`src/rtl/pwm_capture.sv`:
```
// pwm_capture: measures an incoming PWM waveform and recovers the high time,
// the rise-to-rise period and an 8-bit saturated duty value. If no edge is
// seen for TIMEOUT_CYCLES, the input is flagged as stuck and its level is
// recorded. The first period after reset, or after a stuck condition, is
// always discarded, because its start was not observed.
module pwm_capture #(
  parameter int CNT_W          = 32,
  parameter int TIMEOUT_CYCLES = 100000
) (
  input  logic             clk_in,
  input  logic             rst_n_in,
  input  logic             pwm_in,
  output logic [CNT_W-1:0] high_count_out,
  output logic [CNT_W-1:0] period_count_out,
  output logic [7:0]       duty_out,
  output logic             valid_out,
  output logic             stuck_out,
  output logic             stuck_level_out
);

  typedef enum logic [1:0] {
    IDLE = 2'd0,
    HIGH = 2'd1,
    LOW  = 2'd2
  } state_t;

  localparam logic [CNT_W-1:0] TIMEOUT_VAL = CNT_W'(TIMEOUT_CYCLES);
  localparam logic [CNT_W-1:0] DUTY_MAX    = CNT_W'(255);
  localparam logic [CNT_W-1:0] ONE         = CNT_W'(1);

  logic             sync_s1;
  logic             sync_s2;
  logic             sync_prev;
  logic             rise;
  logic             fall;

  state_t           state;
  state_t           state_nxt;

  logic [CNT_W-1:0] cnt;
  logic [CNT_W-1:0] cnt_nxt;
  logic [CNT_W-1:0] cnt_inc;
  logic [CNT_W-1:0] idle_cnt;
  logic [CNT_W-1:0] idle_cnt_nxt;
  logic [CNT_W-1:0] hi_len;
  logic [CNT_W-1:0] hi_len_nxt;
  logic [7:0]       hi_duty;
  logic             timeout;

  logic [CNT_W-1:0] high_count_nxt;
  logic [CNT_W-1:0] period_count_nxt;
  logic [7:0]       duty_nxt;
  logic             valid_nxt;
  logic             stuck_nxt;
  logic             stuck_level_nxt;

  // Two-flop synchronizer for the asynchronous input, plus one delayed copy for edge detection
  always_ff @(posedge clk_in or negedge rst_n_in) begin
    if (!rst_n_in) begin
      sync_s1   <= 1'b0;
      sync_s2   <= 1'b0;
      sync_prev <= 1'b0;
    end else begin
      sync_s1   <= pwm_in;
      sync_s2   <= sync_s1;
      sync_prev <= sync_s2;
    end
  end

  assign rise = sync_s2 & ~sync_prev;
  assign fall = ~sync_s2 & sync_prev;

  // The measurement counter saturates at the timeout value, so it can never wrap
  assign cnt_inc = (cnt >= TIMEOUT_VAL) ? TIMEOUT_VAL : cnt + ONE;

  // Duty value is the high-cycle count clamped to the 8-bit range
  assign hi_duty = (hi_len > DUTY_MAX) ? 8'hFF : hi_len[7:0];

  // Timeout detection. An edge in the same cycle always wins, and IDLE raises at most one timeout until a valid measurement clears stuck
  always_comb begin
    timeout = 1'b0;
    case (state)
      IDLE:    timeout = !stuck_out && (idle_cnt == TIMEOUT_VAL) && !rise && !fall;
      HIGH:    timeout = (cnt == TIMEOUT_VAL) && !fall;
      LOW:     timeout = (cnt == TIMEOUT_VAL) && !rise;
      default: timeout = 1'b0;
    endcase
  end

  // FSM state register
  always_ff @(posedge clk_in or negedge rst_n_in) begin
    if (!rst_n_in) begin
      state <= IDLE;
    end else begin
      state <= state_nxt;
    end
  end

  // FSM next-state logic
  always_comb begin
    state_nxt = state;
    case (state)
      IDLE: begin
        if (rise) begin
          state_nxt = HIGH;
        end
      end
      HIGH: begin
        if (fall) begin
          state_nxt = LOW;
        end else if (timeout) begin
          state_nxt = IDLE;
        end
      end
      LOW: begin
        if (rise) begin
          state_nxt = HIGH;
        end else if (timeout) begin
          state_nxt = IDLE;
        end
      end
      default: state_nxt = IDLE;
    endcase
  end

  // FSM output logic: next values of the counters and the measurement registers
  always_comb begin
    cnt_nxt          = cnt;
    idle_cnt_nxt     = '0;
    hi_len_nxt       = hi_len;
    high_count_nxt   = high_count_out;
    period_count_nxt = period_count_out;
    duty_nxt         = duty_out;
    valid_nxt        = 1'b0;
    stuck_nxt        = stuck_out;
    stuck_level_nxt  = stuck_level_out;

    case (state)
      IDLE: begin
        cnt_nxt = '0;
        if (rise || fall) begin
          idle_cnt_nxt = '0;
        end else if (idle_cnt >= TIMEOUT_VAL) begin
          idle_cnt_nxt = TIMEOUT_VAL;
        end else begin
          idle_cnt_nxt = idle_cnt + ONE;
        end
        if (rise) begin
          cnt_nxt = ONE;
        end
      end
      HIGH: begin
        cnt_nxt = cnt_inc;
        if (fall) begin
          hi_len_nxt = cnt;
        end
      end
      LOW: begin
        cnt_nxt = cnt_inc;
        if (rise) begin
          high_count_nxt   = hi_len;
          period_count_nxt = cnt;
          duty_nxt         = hi_duty;
          valid_nxt        = 1'b1;
          stuck_nxt        = 1'b0;
          cnt_nxt          = ONE;
        end
      end
      default: begin
        cnt_nxt = '0;
      end
    endcase

    if (timeout) begin
      cnt_nxt          = '0;
      idle_cnt_nxt     = TIMEOUT_VAL;
      high_count_nxt   = '0;
      period_count_nxt = '0;
      duty_nxt         = sync_s2 ? 8'hFF : 8'h00;
      valid_nxt        = 1'b1;
      stuck_nxt        = 1'b1;
      stuck_level_nxt  = sync_s2;
    end
  end

  // Counter and measurement registers
  always_ff @(posedge clk_in or negedge rst_n_in) begin
    if (!rst_n_in) begin
      cnt              <= '0;
      idle_cnt         <= '0;
      hi_len           <= '0;
      high_count_out   <= '0;
      period_count_out <= '0;
      duty_out         <= '0;
      valid_out        <= 1'b0;
      stuck_out        <= 1'b0;
      stuck_level_out  <= 1'b0;
    end else begin
      cnt              <= cnt_nxt;
      idle_cnt         <= idle_cnt_nxt;
      hi_len           <= hi_len_nxt;
      high_count_out   <= high_count_nxt;
      period_count_out <= period_count_nxt;
      duty_out         <= duty_nxt;
      valid_out        <= valid_nxt;
      stuck_out        <= stuck_nxt;
      stuck_level_out  <= stuck_level_nxt;
    end
  end

endmodule
```
`config.mk`:
```
export PLATFORM = sky130hd
export DESIGN_NAME = pwm_capture
export DESIGN_NICKNAME = d
export VERILOG_FILES = /design/src/rtl/pwm_capture.sv
export SDC_FILE = /design/constraint.sdc
export NUM_CORES = 1
export LEC_CHECK = 0
export ABC_CLOCK_PERIOD_IN_PS = 3100
export BUFFER_PORTS_ARGS = -buffer_cell sky130_fd_sc_hd__buf_4
export CAP_MARGIN = 20
export CORE_ASPECT_RATIO = 1.25
export CORE_UTILIZATION = 45
export CTS_CLUSTER_DIAMETER = 80
export DETAILED_ROUTE_END_ITERATION = 8
export PLACE_DENSITY = 0.64
export REMOVE_ABC_BUFFERS = 1
export SLEW_MARGIN = 0
export SYNTH_ARGS = -nofsm -noshare
export SYNTH_HDL_FRONTEND = slang
export SYNTH_SLANG_ARGS = --single-unit
export TNS_END_PERCENT = 10
```
`constraint.sdc`:
```
create_clock -name clk_in -period 3.1 [get_ports clk_in]
set_clock_uncertainty 0.15 [all_clocks]
set_input_delay 0.31 -clock clk_in [delete_from_list [all_inputs] [get_ports clk_in]]
set_output_delay 0.31 -clock clk_in [all_outputs]
set_load 0.005 [all_outputs]
```
==> results of run 1 <==
## cells in the final DEF, fill, tap and decap left out, drive strengths merged, types with 21 or more instances in the layout
| cell type | n |
|---|---|
| clkbuf | 21 |
| buf | 87 |
| conb | 30 |
| o21ai | 80 |
| mux2 | 28 |
| dfrtp | 176 |
| nand2 | 152 |
| inv | 21 |
| nor3 | 21 |
## stage by stage
| step | total power, mW | cells | instance area [um2] | setup WS (ns) |
|---|---|---|---|---|
| floorplan | 3.83 | 672 | 7210 | -0.384 |
| global placement | 4.54 | 971 | 8180 | 0.593 |
| detailed placement | 4.61 | 971 | 8180 | 0.427 |
| CTS | 6.62 | 1005 | 8750 | 0.420 |
| global route | 6.93 | 1005 | 8750 | 0.254 |
| finish | 6.55 | 1005 | 8750 | 0.432 |
## cells by family (layout without fill, tap and decap cells)
kind of cell | Yosys count | after routing | share of synthesized area (%)
buffers and inverters | 52 | 137 | 3.61
DFF | 176 | 176 | 60.3
other | 1 | 30 | 0.0513
adders and majority gates | 10 | 10 | 1.71
xor gates and xnor gates | 28 | 28 | 3.36
and+or+nand+nor | 265 | 265 | 17.2
AOI/OAI and AO/OA | 119 | 119 | 9.52
muxes | 28 | 28 | 4.31
## report_power, final
group	switching, mW	internal, mW
clock	0.912	1.09
combinational	0.569	0.726
sequential	0.432	2.82
## final timing paths
check	startpoint	endpoint	slack (ns)
worst max-delay path	state[0]	high_count_out[26]	0.43
worst min-delay path	sync_s1	sync_s2	0.23
worst max register to register	state[0]	high_count_out[26]	0.43
worst min register to register	sync_s1	sync_s2	0.23
max in group asynchronous	rst_n_in	hi_len[15]	1.66
min in group asynchronous	rst_n_in	idle_cnt[12]	0.34
## worst max-delay path, stage by stage (launching register included)
cell	delay, ns
sky130_fd_sc_hd__dfrtp_1	0.43
sky130_fd_sc_hd__inv_1	0.09
sky130_fd_sc_hd__ha_1	0.29
sky130_fd_sc_hd__and2_2	0.23
sky130_fd_sc_hd__nor3_1	0.25
sky130_fd_sc_hd__nand3b_1	0.29
sky130_fd_sc_hd__a21oi_4	0.21
sky130_fd_sc_hd__buf_4	0.38
sky130_fd_sc_hd__o21ai_0	0.17
## what timing repair did
action                                  CTS  global route
endpoints found under the hold margin    77             0
endpoints found under the setup margin    0             0
setup buffers                             0             0
gates resized for setup                   0             0
hold buffers                              2             0
## cell type report
cell class                 count  area [um2]  share of cell area [%]
clock inverter                11        97.6                    1.11
timing repair buffer          89         714                    8.16
clock buffer                  21         460                    5.26
inverter                      16        60.1                   0.686
sequential                   176        4400                    50.3
multi-input combinational    480        2750                    31.4
tap                          212         265                    3.03
## registers in the layout, summed over array words and instances (netlist names), 2 cells and up
register / flops
period_count_out: 32
state: 2
cnt: 32
duty_out: 8
high_count_out: 32
idle_cnt: 32
hi_len: 32
## layer usage
layer / up-vias / share of wire, % / track usage [%]
li1: 2495 / - / -
met1: 2535 / 45 / 26.0
met2: 94 / 51 / 34.1
met3: 19 / 3.0 / 4.11
met4: 0 / 1.5 / 5.87
met5: - / 0 / 0
==> run summary, run 1 <==
endpoints failing hold - 0
via count of the first global-routing pass - 5171
starting utilization of the core area - 46.6%
fraction of the yosys area taken by sequential cells - 60.3%
Post-layout nets - 793
most numerous cell in the Yosys netlist - sky130_fd_sc_hd__dfrtp_1
top post-synthesis cells by count - sky130_fd_sc_hd__dfrtp_1 (176), sky130_fd_sc_hd__nand2_1 (152), sky130_fd_sc_hd__o21ai_0 (67)
TritonCTS clock tree - yes
global placer's final weighted congestion - 0.839
GR Util All Layers - 20.1%
Hold WS - 0.235 ns
detailed-route via count - 5143
placeable core region - 15700 um2
data arrival time of the critical path - 2.80 ns
maximum number of pins on one net before global-route repair - 80
Total Routed Length - 15.4 mm
class of the tightest hold or removal check - reg -> reg
class of the most critical setup path - reg -> reg
cell depth of the worst min-delay path - 0
Detailed Place HPWL - 10.5 mm
MaxCap Viol Count - 0
number of flip-flops and latches in the synthesized netlist - 176
Layout Utilization - 55.8%
outcome - complete, no violations
I/O pins - 78
number of nets with antenna violations after routing - 0
YS warnings - 0
count of final setup violators - 0
post-route DRC violation count - 0
die boundary height - 144 um
clock period minus final worst setup slack - 2.67 ns
most used flip-flop cell after synthesis - sky130_fd_sc_hd__dfrtp_1
global-route wire length before repair - 25.8 mm
synthesized netlist cell count - 679
maximum clock insertion buffer count - 2
WL per Instance - 15.3 um
Antenna Diode Count - 0
ratio of routed vias to standard cells - 5.12
Netlist cell types - 51
latest clock arrival within the worst-skew pair - 0.42 ns
site row count - 51
worst-margin pin slew - 0.736 ns
highest net fanout along the worst path - 46
main area contributors after synthesis - sky130_fd_sc_hd__dfrtp_1 (60%), sky130_fd_sc_hd__nand2_1 (7.8%), sky130_fd_sc_hd__o21ai_0 (4.6%)
depth of the worst register-to-register path - 8
fraction of registers with async set/reset - 100%
clock slew at the register clock pins of the worst setup and hold paths - 0.07 ns
Area Overhead vs Synth - 19.8%
worst-case headroom to the max-slew limit - 50.8%
unrepaired setup endpoints after global routing - false
final-layout fill cell count - 1436
final worst-path cycle share - 86.1%
Crit path required time - 3.23 ns
syn avg cell area - 10.8 um2
endpoint kind of the worst setup timing path - flip-flop
initial DRC count - 357
number of flops mapped to enable cells by yosys - 0
cell chosen for the clock root - sky130_fd_sc_hd__clkbuf_16
number of clock sinks - 176
DR pass1 iterations - 6
total standard cell area after synthesis - 7310 um2
clock buffer count from CTS - 17
Slew Limit Fails - 0
power density over cell area - 748 nW/um2
H-Tree Depth - 4
count of port buffers added during placement - 77
Die Outline Area - 16800 um2
proportion of netlist area held by the largest area contributor - 60.3%
leading area contributor after synthesis - sky130_fd_sc_hd__dfrtp_1
maximum frequency from static timing analysis - 0.375 GHz
sum of overflow across all layers after global routing - 0
leakage power - 4.01 nW
width of the die - 116 um
antenna violations before repair - 0
final-layout setup total negative slack - 0 ns
share of cells above drive strength 1 - 19.5%
Critical Path Source Type - flip-flop
worst voltage drop across the vdd grid - 0.351 mV
No activity file was read; power rests on OpenSTA's default activity.
==> run 2: changes to the inputs <==
- ABC_AREA: default -> 1
- ABC_CLOCK_PERIOD_IN_PS: 3100 -> 2450
- CTS_CLUSTER_DIAMETER: 80 -> default
- PLACE_DENSITY: 0.64 -> 0.66
- clock period: 3.1 -> 2.45 ns (I/O delays scaled with it)
==> run 2 against run 1 <==
First-iteration DRC count shrank 4.2%. Worst setup slack lost 0.22 ns. Critical path type unchanged. Maximum frequency grew 19%. Synthesized area grew 1.6%. Global-route usage shrank 0.51 points. Count of clock-buffer cells in the layout shrank 1. Utilization grew 0.31 points.
==> run summary, run 2 <==
fraction of registers with async set/reset - 100% (unchanged)
Hold WS - 0.158 ns (was 0.235 ns)
slowest stage cell, crit path - sky130_fd_sc_hd__dfrtp_1 (unchanged)
endpoint kind of the worst setup timing path - flip-flop (unchanged)
Worst path top cell family by delay - simple AND/OR/NAND/NOR gates (unchanged)
most frequent standard cell in the layout excluding fill and tap cells - sky130_fd_sc_hd__dfrtp_1 (unchanged)
Detailed Place HPWL - 10.1 mm (was 10.5 mm)
class of the tightest hold or removal check - in -> async (was reg -> reg)
commonest cells after routing, fill and taps aside - sky130_fd_sc_hd__dfrtp_1 (176), sky130_fd_sc_hd__nand2_1 (146), sky130_fd_sc_hd__buf_4 (81), sky130_fd_sc_hd__inv_1 (76), sky130_fd_sc_hd__nand3_1 (73) (was sky130_fd_sc_hd__dfrtp_1 (176), sky130_fd_sc_hd__nand2_1 (151), sky130_fd_sc_hd__buf_4 (83), sky130_fd_sc_hd__o21ai_0 (67), sky130_fd_sc_hd__conb_1 (30))
Post-layout nets - 903 (was 793)
detailed-route via count - 5415 (was 5143)
sum of overflow across all layers after global routing - 0 (unchanged)
most numerous cell in the Yosys netlist - sky130_fd_sc_hd__dfrtp_1 (unchanged)
die boundary height - 146 um (was 144 um)
worst-margin pin slew - 0.566 ns (was 0.736 ns)
global placer's final weighted congestion - 0.845 (was 0.839)
count of final setup violators - 0 (unchanged)
worst setup timing slack at the placement stage - 0.124 ns (was 0.427 ns)
cell-by-cell listing of the critical path - inv_1 > ha_1 > inv_1 > or2_1 > nor3_2 > nand3_1 > nand2_2 > nand2_4 > buf_12 > nand3_1 > o21ai_1 (was inv_1 > ha_1 > and2_2 > nor3_1 > nand3b_1 > a21oi_4 > buf_4 > o21ai_0)
starting utilization of the core area - 46.0% (was 46.6%)
total standard cell area after synthesis - 7420 um2 (was 7310 um2)
number of standard cells in the layout, taps in and fillers out - 1119 (was 1005)
most used flip-flop cell after synthesis - sky130_fd_sc_hd__dfrtp_1 (unchanged)
global-route wire length before repair - 25.7 mm (was 25.8 mm)
maximum clock insertion buffer count - 2 (unchanged)
share of cells above drive strength 1 - 18.4% (was 19.5%)
clock slew at the register clock pins of the worst setup and hold paths - 0.06 ns (was 0.07 ns)
final worst-path cycle share - 91.2% (was 86.1%)
worst-case headroom to the max-slew limit - 62.1% (was 50.8%)
highest net fanout along the worst path - 41 (was 46)
outcome - complete, no violations (unchanged)
leading area contributor after synthesis - sky130_fd_sc_hd__dfrtp_1 (unchanged)
WL per Instance - 13.6 um (was 15.3 um)
buffers plus inverters on the worst setup path - 3 (was 2)
leakage power - 4.48 nW (was 4.01 nW)
Layout Utilization - 56.1% (was 55.8%)
data arrival time of the critical path - 2.39 ns (was 2.80 ns)
Critical Path Source Type - flip-flop (unchanged)
Crit path required time - 2.60 ns (was 3.23 ns)
antenna violations before repair - 0 (unchanged)
count of port buffers added during placement - 77 (unchanged)
maximum frequency from static timing analysis - 0.448 GHz (was 0.375 GHz)
initial DRC count - 342 (was 357)
clock buffer count from CTS - 17 (unchanged)
fraction of the yosys area taken by sequential cells - 59.3% (was 60.3%)
worst voltage drop across the vdd grid - 0.452 mV (was 0.351 mV)
final-layout setup total negative slack - 0 ns (unchanged)
slack of the critical path - 0.216 ns (was 0.432 ns)
I/O pins - 78 (unchanged)
Total Routed Length - 15.2 mm (was 15.4 mm)
maximum number of pins on one net before global-route repair - 117 (was 80)
width of the die - 117 um (was 116 um)
power density over cell area - 950 nW/um2 (was 748 nW/um2)
Area after DPL - 8360 um2 (was 8180 um2)
unrepaired setup endpoints after global routing - false (unchanged)
GR Util All Layers - 19.6% (was 20.1%)
Pwr Total - 8.60 mW (was 6.55 mW)
Slew Limit Fails - 0 (unchanged)
number of nets with antenna violations after routing - 0 (unchanged)
clock period minus final worst setup slack - 2.23 ns (was 2.67 ns)
placeable core region - 16100 um2 (was 15700 um2)
synthesized netlist cell count - 784 (was 679)
YS warnings - 0 (unchanged)
MaxCap Viol Count - 0 (unchanged)
Netlist cell types - 32 (was 51)
syn avg cell area - 9.47 um2 (was 10.8 um2)
Die Outline Area - 17000 um2 (was 16800 um2)
H-Tree Depth - 4 (unchanged)
site row count - 52 (was 51)
main area contributors after synthesis - sky130_fd_sc_hd__dfrtp_1 (59%), sky130_fd_sc_hd__nand2_1 (7.5%), sky130_fd_sc_hd__nand3_1 (4.9%) (was sky130_fd_sc_hd__dfrtp_1 (60%), sky130_fd_sc_hd__nand2_1 (7.8%), sky130_fd_sc_hd__o21ai_0 (4.6%))
number of flops mapped to enable cells by yosys - 0 (unchanged)
TritonCTS clock tree - yes (unchanged)
Antenna Diode Count - 0 (unchanged)
via count of the first global-routing pass - 5263 (was 5171)
number of clock sinks - 176 (unchanged)
cell chosen for the clock root - sky130_fd_sc_hd__clkbuf_16 (unchanged)
latest clock arrival within the worst-skew pair - 0.43 ns (was 0.42 ns)
endpoints failing hold - 0 (unchanged)
largest stage delay on the critical path - 0.43 ns (about the same)
number of flip-flops and latches in the synthesized netlist - 176 (unchanged)
top post-synthesis cells by count - sky130_fd_sc_hd__dfrtp_1 (176), sky130_fd_sc_hd__nand2_1 (148), sky130_fd_sc_hd__inv_1 (76) (was sky130_fd_sc_hd__dfrtp_1 (176), sky130_fd_sc_hd__nand2_1 (152), sky130_fd_sc_hd__o21ai_0 (67))
proportion of netlist area held by the largest area contributor - 59.3% (was 60.3%)
class of the most critical setup path - reg -> reg (unchanged)
DR pass1 iterations - 9 (was 6)
final instance area - 9050 um2 (was 8750 um2)
Area Overhead vs Synth - 21.9% (was 19.8%)
number of placed instances, taps included - 1084 (was 971)
post-route DRC violation count - 0 (unchanged)
ratio of routed vias to standard cells - 4.84 (was 5.12)
-- run 2: changes by cell type after synthesis, sizes merged, moves of 12 or more --
| cell | previous run | this run |
|---|---|---|
| nor4 | 15 | 3 |
| mux2 | 28 | 0 |
| inv | 16 | 82 |
| o21ai | 80 | 95 |
| nand3 | 17 | 94 |
| nor2 | 17 | 73 |
-- run 2: cells by family (layout without fill, tap and decap cells) --
| logic type | after synthesis | after routing | synth area share [%] |
|---|---|---|---|
| compound gates | 111 | 111 | 7.62 |
| xor+xnor | 16 | 16 | 1.89 |
| fa+ha+maj | 10 | 10 | 1.69 |
| buf+inv | 114 | 204 | 6.63 |
| flops | 176 | 176 | 59.3 |
| other cells | 1 | 30 | 0.0505 |
| simple gates | 356 | 356 | 22.8 |
-- run 2: repair_timing --
action | CTS | global route
hold buffers | 2 | 0
endpoints found under the setup margin | 0 | 13
setup buffers | 0 | 1
hold endpoints to repair | 45 | 0
gates resized for setup | 0 | 1
-- run 2: worst paths after layout --
check,startpoint,to,slack (ns),cells past startpoint
worst max-delay path,state[0],period_count_out[23],0.22,11
worst min-delay path,rst_n_in,period_count_out[25],0.16,2
worst max register to register,state[0],period_count_out[23],0.22,11
worst min register to register,sync_s1,sync_s2,0.20,0
max in group asynchronous,rst_n_in,hi_len[12],1.23,3
min in group clk_in,sync_s1,sync_s2,0.20,0
-- run 2: cell type report --
cell class	instances	area [um2]
clock buffer	20	447
clock inverter	12	205
fill	1514	7090
inverter	82	308
multi-input combinational	523	2660
sequential	176	4400
tap	216	270
timing repair buffer	90	759
-- run 2: routing by layer --
metal  track usage [%]  routed length [um]  up-vias
met5                 0                   0        -
met4              6.96                 214        0
met3              3.87                 457       18
met2              33.4                8020       83
met1              24.6                6530     2584
li1                  -                   -     2730
-- run 2: power by group --
group	total [mW]	switching, mW	internal, mW
combinational	1.70	0.903	0.797
sequential	3.93	0.432	3.49
clock	2.97	1.12	1.85
-- run 2: worst register-to-register path, stage by stage, from the launching register on --
cell and delay, ns:
sky130_fd_sc_hd__dfrtp_1 0.43, sky130_fd_sc_hd__inv_1 0.12, sky130_fd_sc_hd__ha_1 0.19, sky130_fd_sc_hd__inv_1 0.06, sky130_fd_sc_hd__or2_1 0.25, sky130_fd_sc_hd__nor3_2 0.11
sky130_fd_sc_hd__nand3_1 0.10, sky130_fd_sc_hd__nand2_2 0.11, sky130_fd_sc_hd__nand2_4 0.15, sky130_fd_sc_hd__buf_12 0.23, sky130_fd_sc_hd__nand3_1 0.12, sky130_fd_sc_hd__o21ai_1 0.07
==> run 3: changes to the inputs <==
- CORE_UTILIZATION: 45 -> 53
- PLACE_DENSITY: 0.66 -> 0.76
==> run 3 against run 2 <==
The run now ends with DRC left. Critical path type unchanged. Utilization is 8.9 points higher. Cell count fell by 3.7%. Critical path depth unchanged. Non-clock buffer count unchanged. Count of clock-buffer cells in the layout up 1. Sequential power hardly changed. Die area down 15%.
==> run summary, run 3 (synthesized netlist as in run 2, its figures left out) <==
endpoint kind of the worst setup timing path - flip-flop (unchanged)
width of the die - 108 um (was 117 um)
highest net fanout along the worst path - 32 (was 41)
Internal Dissipation - 5.87 mW (was 6.14 mW)
data arrival time of the critical path - 2.38 ns (was 2.39 ns)
die boundary height - 134 um (was 146 um)
worst voltage drop across the vdd grid - 0.443 mV (was 0.452 mV)
global placer's final weighted congestion - 0.876 (was 0.845)
GR Util All Layers - 22.3% (was 19.6%)
maximum number of pins on one net before global-route repair - 108 (was 117)
WL per Instance - 14.1 um (was 13.6 um)
worst-case register-to-register setup slack - 0.19 ns (was 0.22 ns)
failing checks - DRC
Hold WS - 0.200 ns (was 0.158 ns)
sum of overflow across all layers after global routing - 0 (unchanged)
initial DRC count - 454 (was 342)
worst reg2reg endpoint - period_count_out[0] (was period_count_out[23])
maximum clock insertion buffer count - 2 (unchanged)
class of the most critical setup path - reg -> reg (unchanged)
Total Routed Length - 15.2 mm (about the same)
count of port buffers added during placement - 77 (unchanged)
count of final setup violators - 0 (unchanged)
starting utilization of the core area - 54.0% (was 46.0%)
Detailed Place HPWL - 10.1 mm (about the same)
post-route DRC violation count - 1 (was 0)
worst-margin pin slew - 0.704 ns (was 0.566 ns)
cell depth of the worst min-delay path - 0
unrepaired setup endpoints after global routing - false (unchanged)
outcome - finished with violations (was complete, no violations)
largest stage delay on the critical path - 0.42 ns (was 0.43 ns)
most frequent standard cell in the layout excluding fill and tap cells - sky130_fd_sc_hd__dfrtp_1 (unchanged)
placeable core region - 13800 um2 (was 16100 um2)
class of the tightest hold or removal check - reg -> reg (was in -> async)
cell-by-cell listing of the critical path - inv_1 > ha_1 > inv_1 > or2_1 > nor3_1 > nand3_1 > nand2_2 > nand2_8 > buf_12 > nand3_1 > o21ai_0 (was inv_1 > ha_1 > inv_1 > or2_1 > nor3_2 > nand3_1 > nand2_2 > nand2_4 > buf_12 > nand3_1 > o21ai_1)
share of cells above drive strength 1 - 18.4% (unchanged)
Critical Path Source Type - flip-flop (unchanged)
final worst-path cycle share - 92.4% (was 91.2%)
Layout Utilization - 65.0% (was 56.1%)
Reg-to-Reg Start - state[0] (unchanged)
Slew Limit Fails - 0 (unchanged)
via count of the first global-routing pass - 5384 (was 5263)
slowest stage cell, crit path - sky130_fd_sc_hd__dfrtp_1 (unchanged)
Post-layout nets - 903 (unchanged)
antenna violations before repair - 0 (unchanged)
Die Outline Area - 14500 um2 (was 17000 um2)
global-route wire length before repair - 25.2 mm (was 25.7 mm)
commonest cells after routing, fill and taps aside - sky130_fd_sc_hd__dfrtp_1 (176), sky130_fd_sc_hd__nand2_1 (146), sky130_fd_sc_hd__buf_4 (82), sky130_fd_sc_hd__inv_1 (76), sky130_fd_sc_hd__nand3_1 (73) (was sky130_fd_sc_hd__dfrtp_1 (176), sky130_fd_sc_hd__nand2_1 (146), sky130_fd_sc_hd__buf_4 (81), sky130_fd_sc_hd__inv_1 (76), sky130_fd_sc_hd__nand3_1 (73))
TritonCTS clock tree - yes (unchanged)
Crit path required time - 2.56 ns (was 2.60 ns)
DR pass1 iterations - 9 (unchanged)
detailed-route via count - 5558 (was 5415)
hold worst-path end - sync_s2
ratio of routed vias to standard cells - 5.16 (was 4.84)
Area Overhead vs Synth - 20.4% (was 21.9%)
H-Tree Depth - 4 (unchanged)
clock slew at the register clock pins of the worst setup and hold paths - 0.06 ns (about the same)
leakage power - 4.44 nW (was 4.48 nW)
endpoints failing hold - 0 (unchanged)
cell chosen for the clock root - sky130_fd_sc_hd__clkbuf_16 (unchanged)
number of placed instances, taps included - 1043 (was 1084)
MaxCap Viol Count - 0 (unchanged)
depth of the worst register-to-register path - 11 (unchanged)
site row count - 48 (was 52)
clock period minus final worst setup slack - 2.26 ns (was 2.23 ns)
Pwr Total - 8.34 mW (was 8.60 mW)
number of clock sinks - 176 (unchanged)
Seq pwr share - 47.1% (was 45.7%)
origin of the worst min-delay path - sync_s1
combinational cell fraction of total power - 20.5% (was 19.8%)
clock buffer count from CTS - 17 (unchanged)
number of nets with antenna violations after routing - 0 (unchanged)
Antenna Diode Count - 0 (unchanged)
final-layout setup total negative slack - 0 ns (unchanged)
fraction of power spent switching nets - 29.6% (was 28.6%)
share of total power in the clock network - 32.4% (was 34.6%)
worst-case headroom to the max-slew limit - 53.0% (was 62.1%)
maximum frequency from static timing analysis - 0.442 GHz (was 0.448 GHz)
number of standard cells in the layout, taps in and fillers out - 1078 (was 1119)
power density over cell area - 934 nW/um2 (was 950 nW/um2)
latest clock arrival within the worst-skew pair - 0.42 ns (was 0.43 ns)
I/O pins - 78 (unchanged)
switching power of the nets - 2.47 mW (was 2.46 mW)
==> run 3: changes by cell type in the layout (fill, tap and decap cells not counted), moves of 2 or more <==
cell,previous run,this run
sky130_fd_sc_hd__bufinv_16,5,2
sky130_fd_sc_hd__clkbuf_8,1,3
sky130_fd_sc_hd__clkinv_4,1,3
sky130_fd_sc_hd__clkinvlp_4,1,4
==> run 3: power by group through the flow <==
stage	registers (mW)	logic (mW)	clock network, mW
2_1_floorplan	3.90	0.924	0
3_5_place_dp	3.98	1.70	0
5_1_grt	4.01	1.96	2.87
3_3_place_gp	3.97	1.64	0
4_1_cts	3.93	1.73	2.74
6_report	3.93	1.71	2.70
==> run 3: worst max-delay path, delay by kind of cell (launching register included) <==
kind / cells / cell delay (ns)
DFF: 1 / 0.42
and+or+nand+nor: 6 / 0.87
buffers and inverters: 3 / 0.37
AOI/OAI and AO/OA: 1 / 0.10
adders and majority gates: 1 / 0.18
==> run 3: area by class of cell <==
| class | count | area [um2] |
|---|---|---|
| clock buffers | 21 | 470 |
| inverters | 82 | 308 |
| fillers | 1128 | 4820 |
| well taps | 175 | 219 |
| flip-flops and latches | 176 | 4400 |
| clock inverters | 11 | 130 |
| multi-input cells | 523 | 2660 |
| repair buffers | 90 | 747 |
==> run 3: worst max-delay path by stage <==
stage / from / endpoint / slack [ns] / cells after the start
CTS: state[0] / idle_cnt[13] / 0.04 / 10
floorplan: state[0] / idle_cnt[13] / -2.43 / 10
global route: state[1] / duty_out[5] / 0.04 / 11
finish: state[0] / period_count_out[0] / 0.19 / 11
global placement: state[0] / idle_cnt[6] / 0.19 / 10
detailed placement: state[0] / idle_cnt[13] / 0.06 / 10
==> run 3: layer usage <==
layer | vias up | track usage (%) | wire length (um)
li1 | 2732 | - | -
met1 | 2682 | 28.9 | 6500
met2 | 123 | 38.0 | 8040
met3 | 21 | 4.03 | 461
met4 | 0 | 6.77 | 224
met5 | - | 0 | 0
==> run 3: timing repair <==
action | CTS | global route
endpoints found under the setup margin | 0 | 12
hold buffers | 2 | 0
resized for setup | 0 | 1
setup buffers | 0 | 1
endpoints found under the hold margin | 177 | 0
==> run 3: per-stage QoR <==
step                instance area, um2  setup slack (ns)
detailed placement                8300            0.0596
finish                            8940             0.187
global route                      8940            0.0401
global placement                  8300             0.189
CTS                               8920            0.0376
floorplan                         7350             -2.43
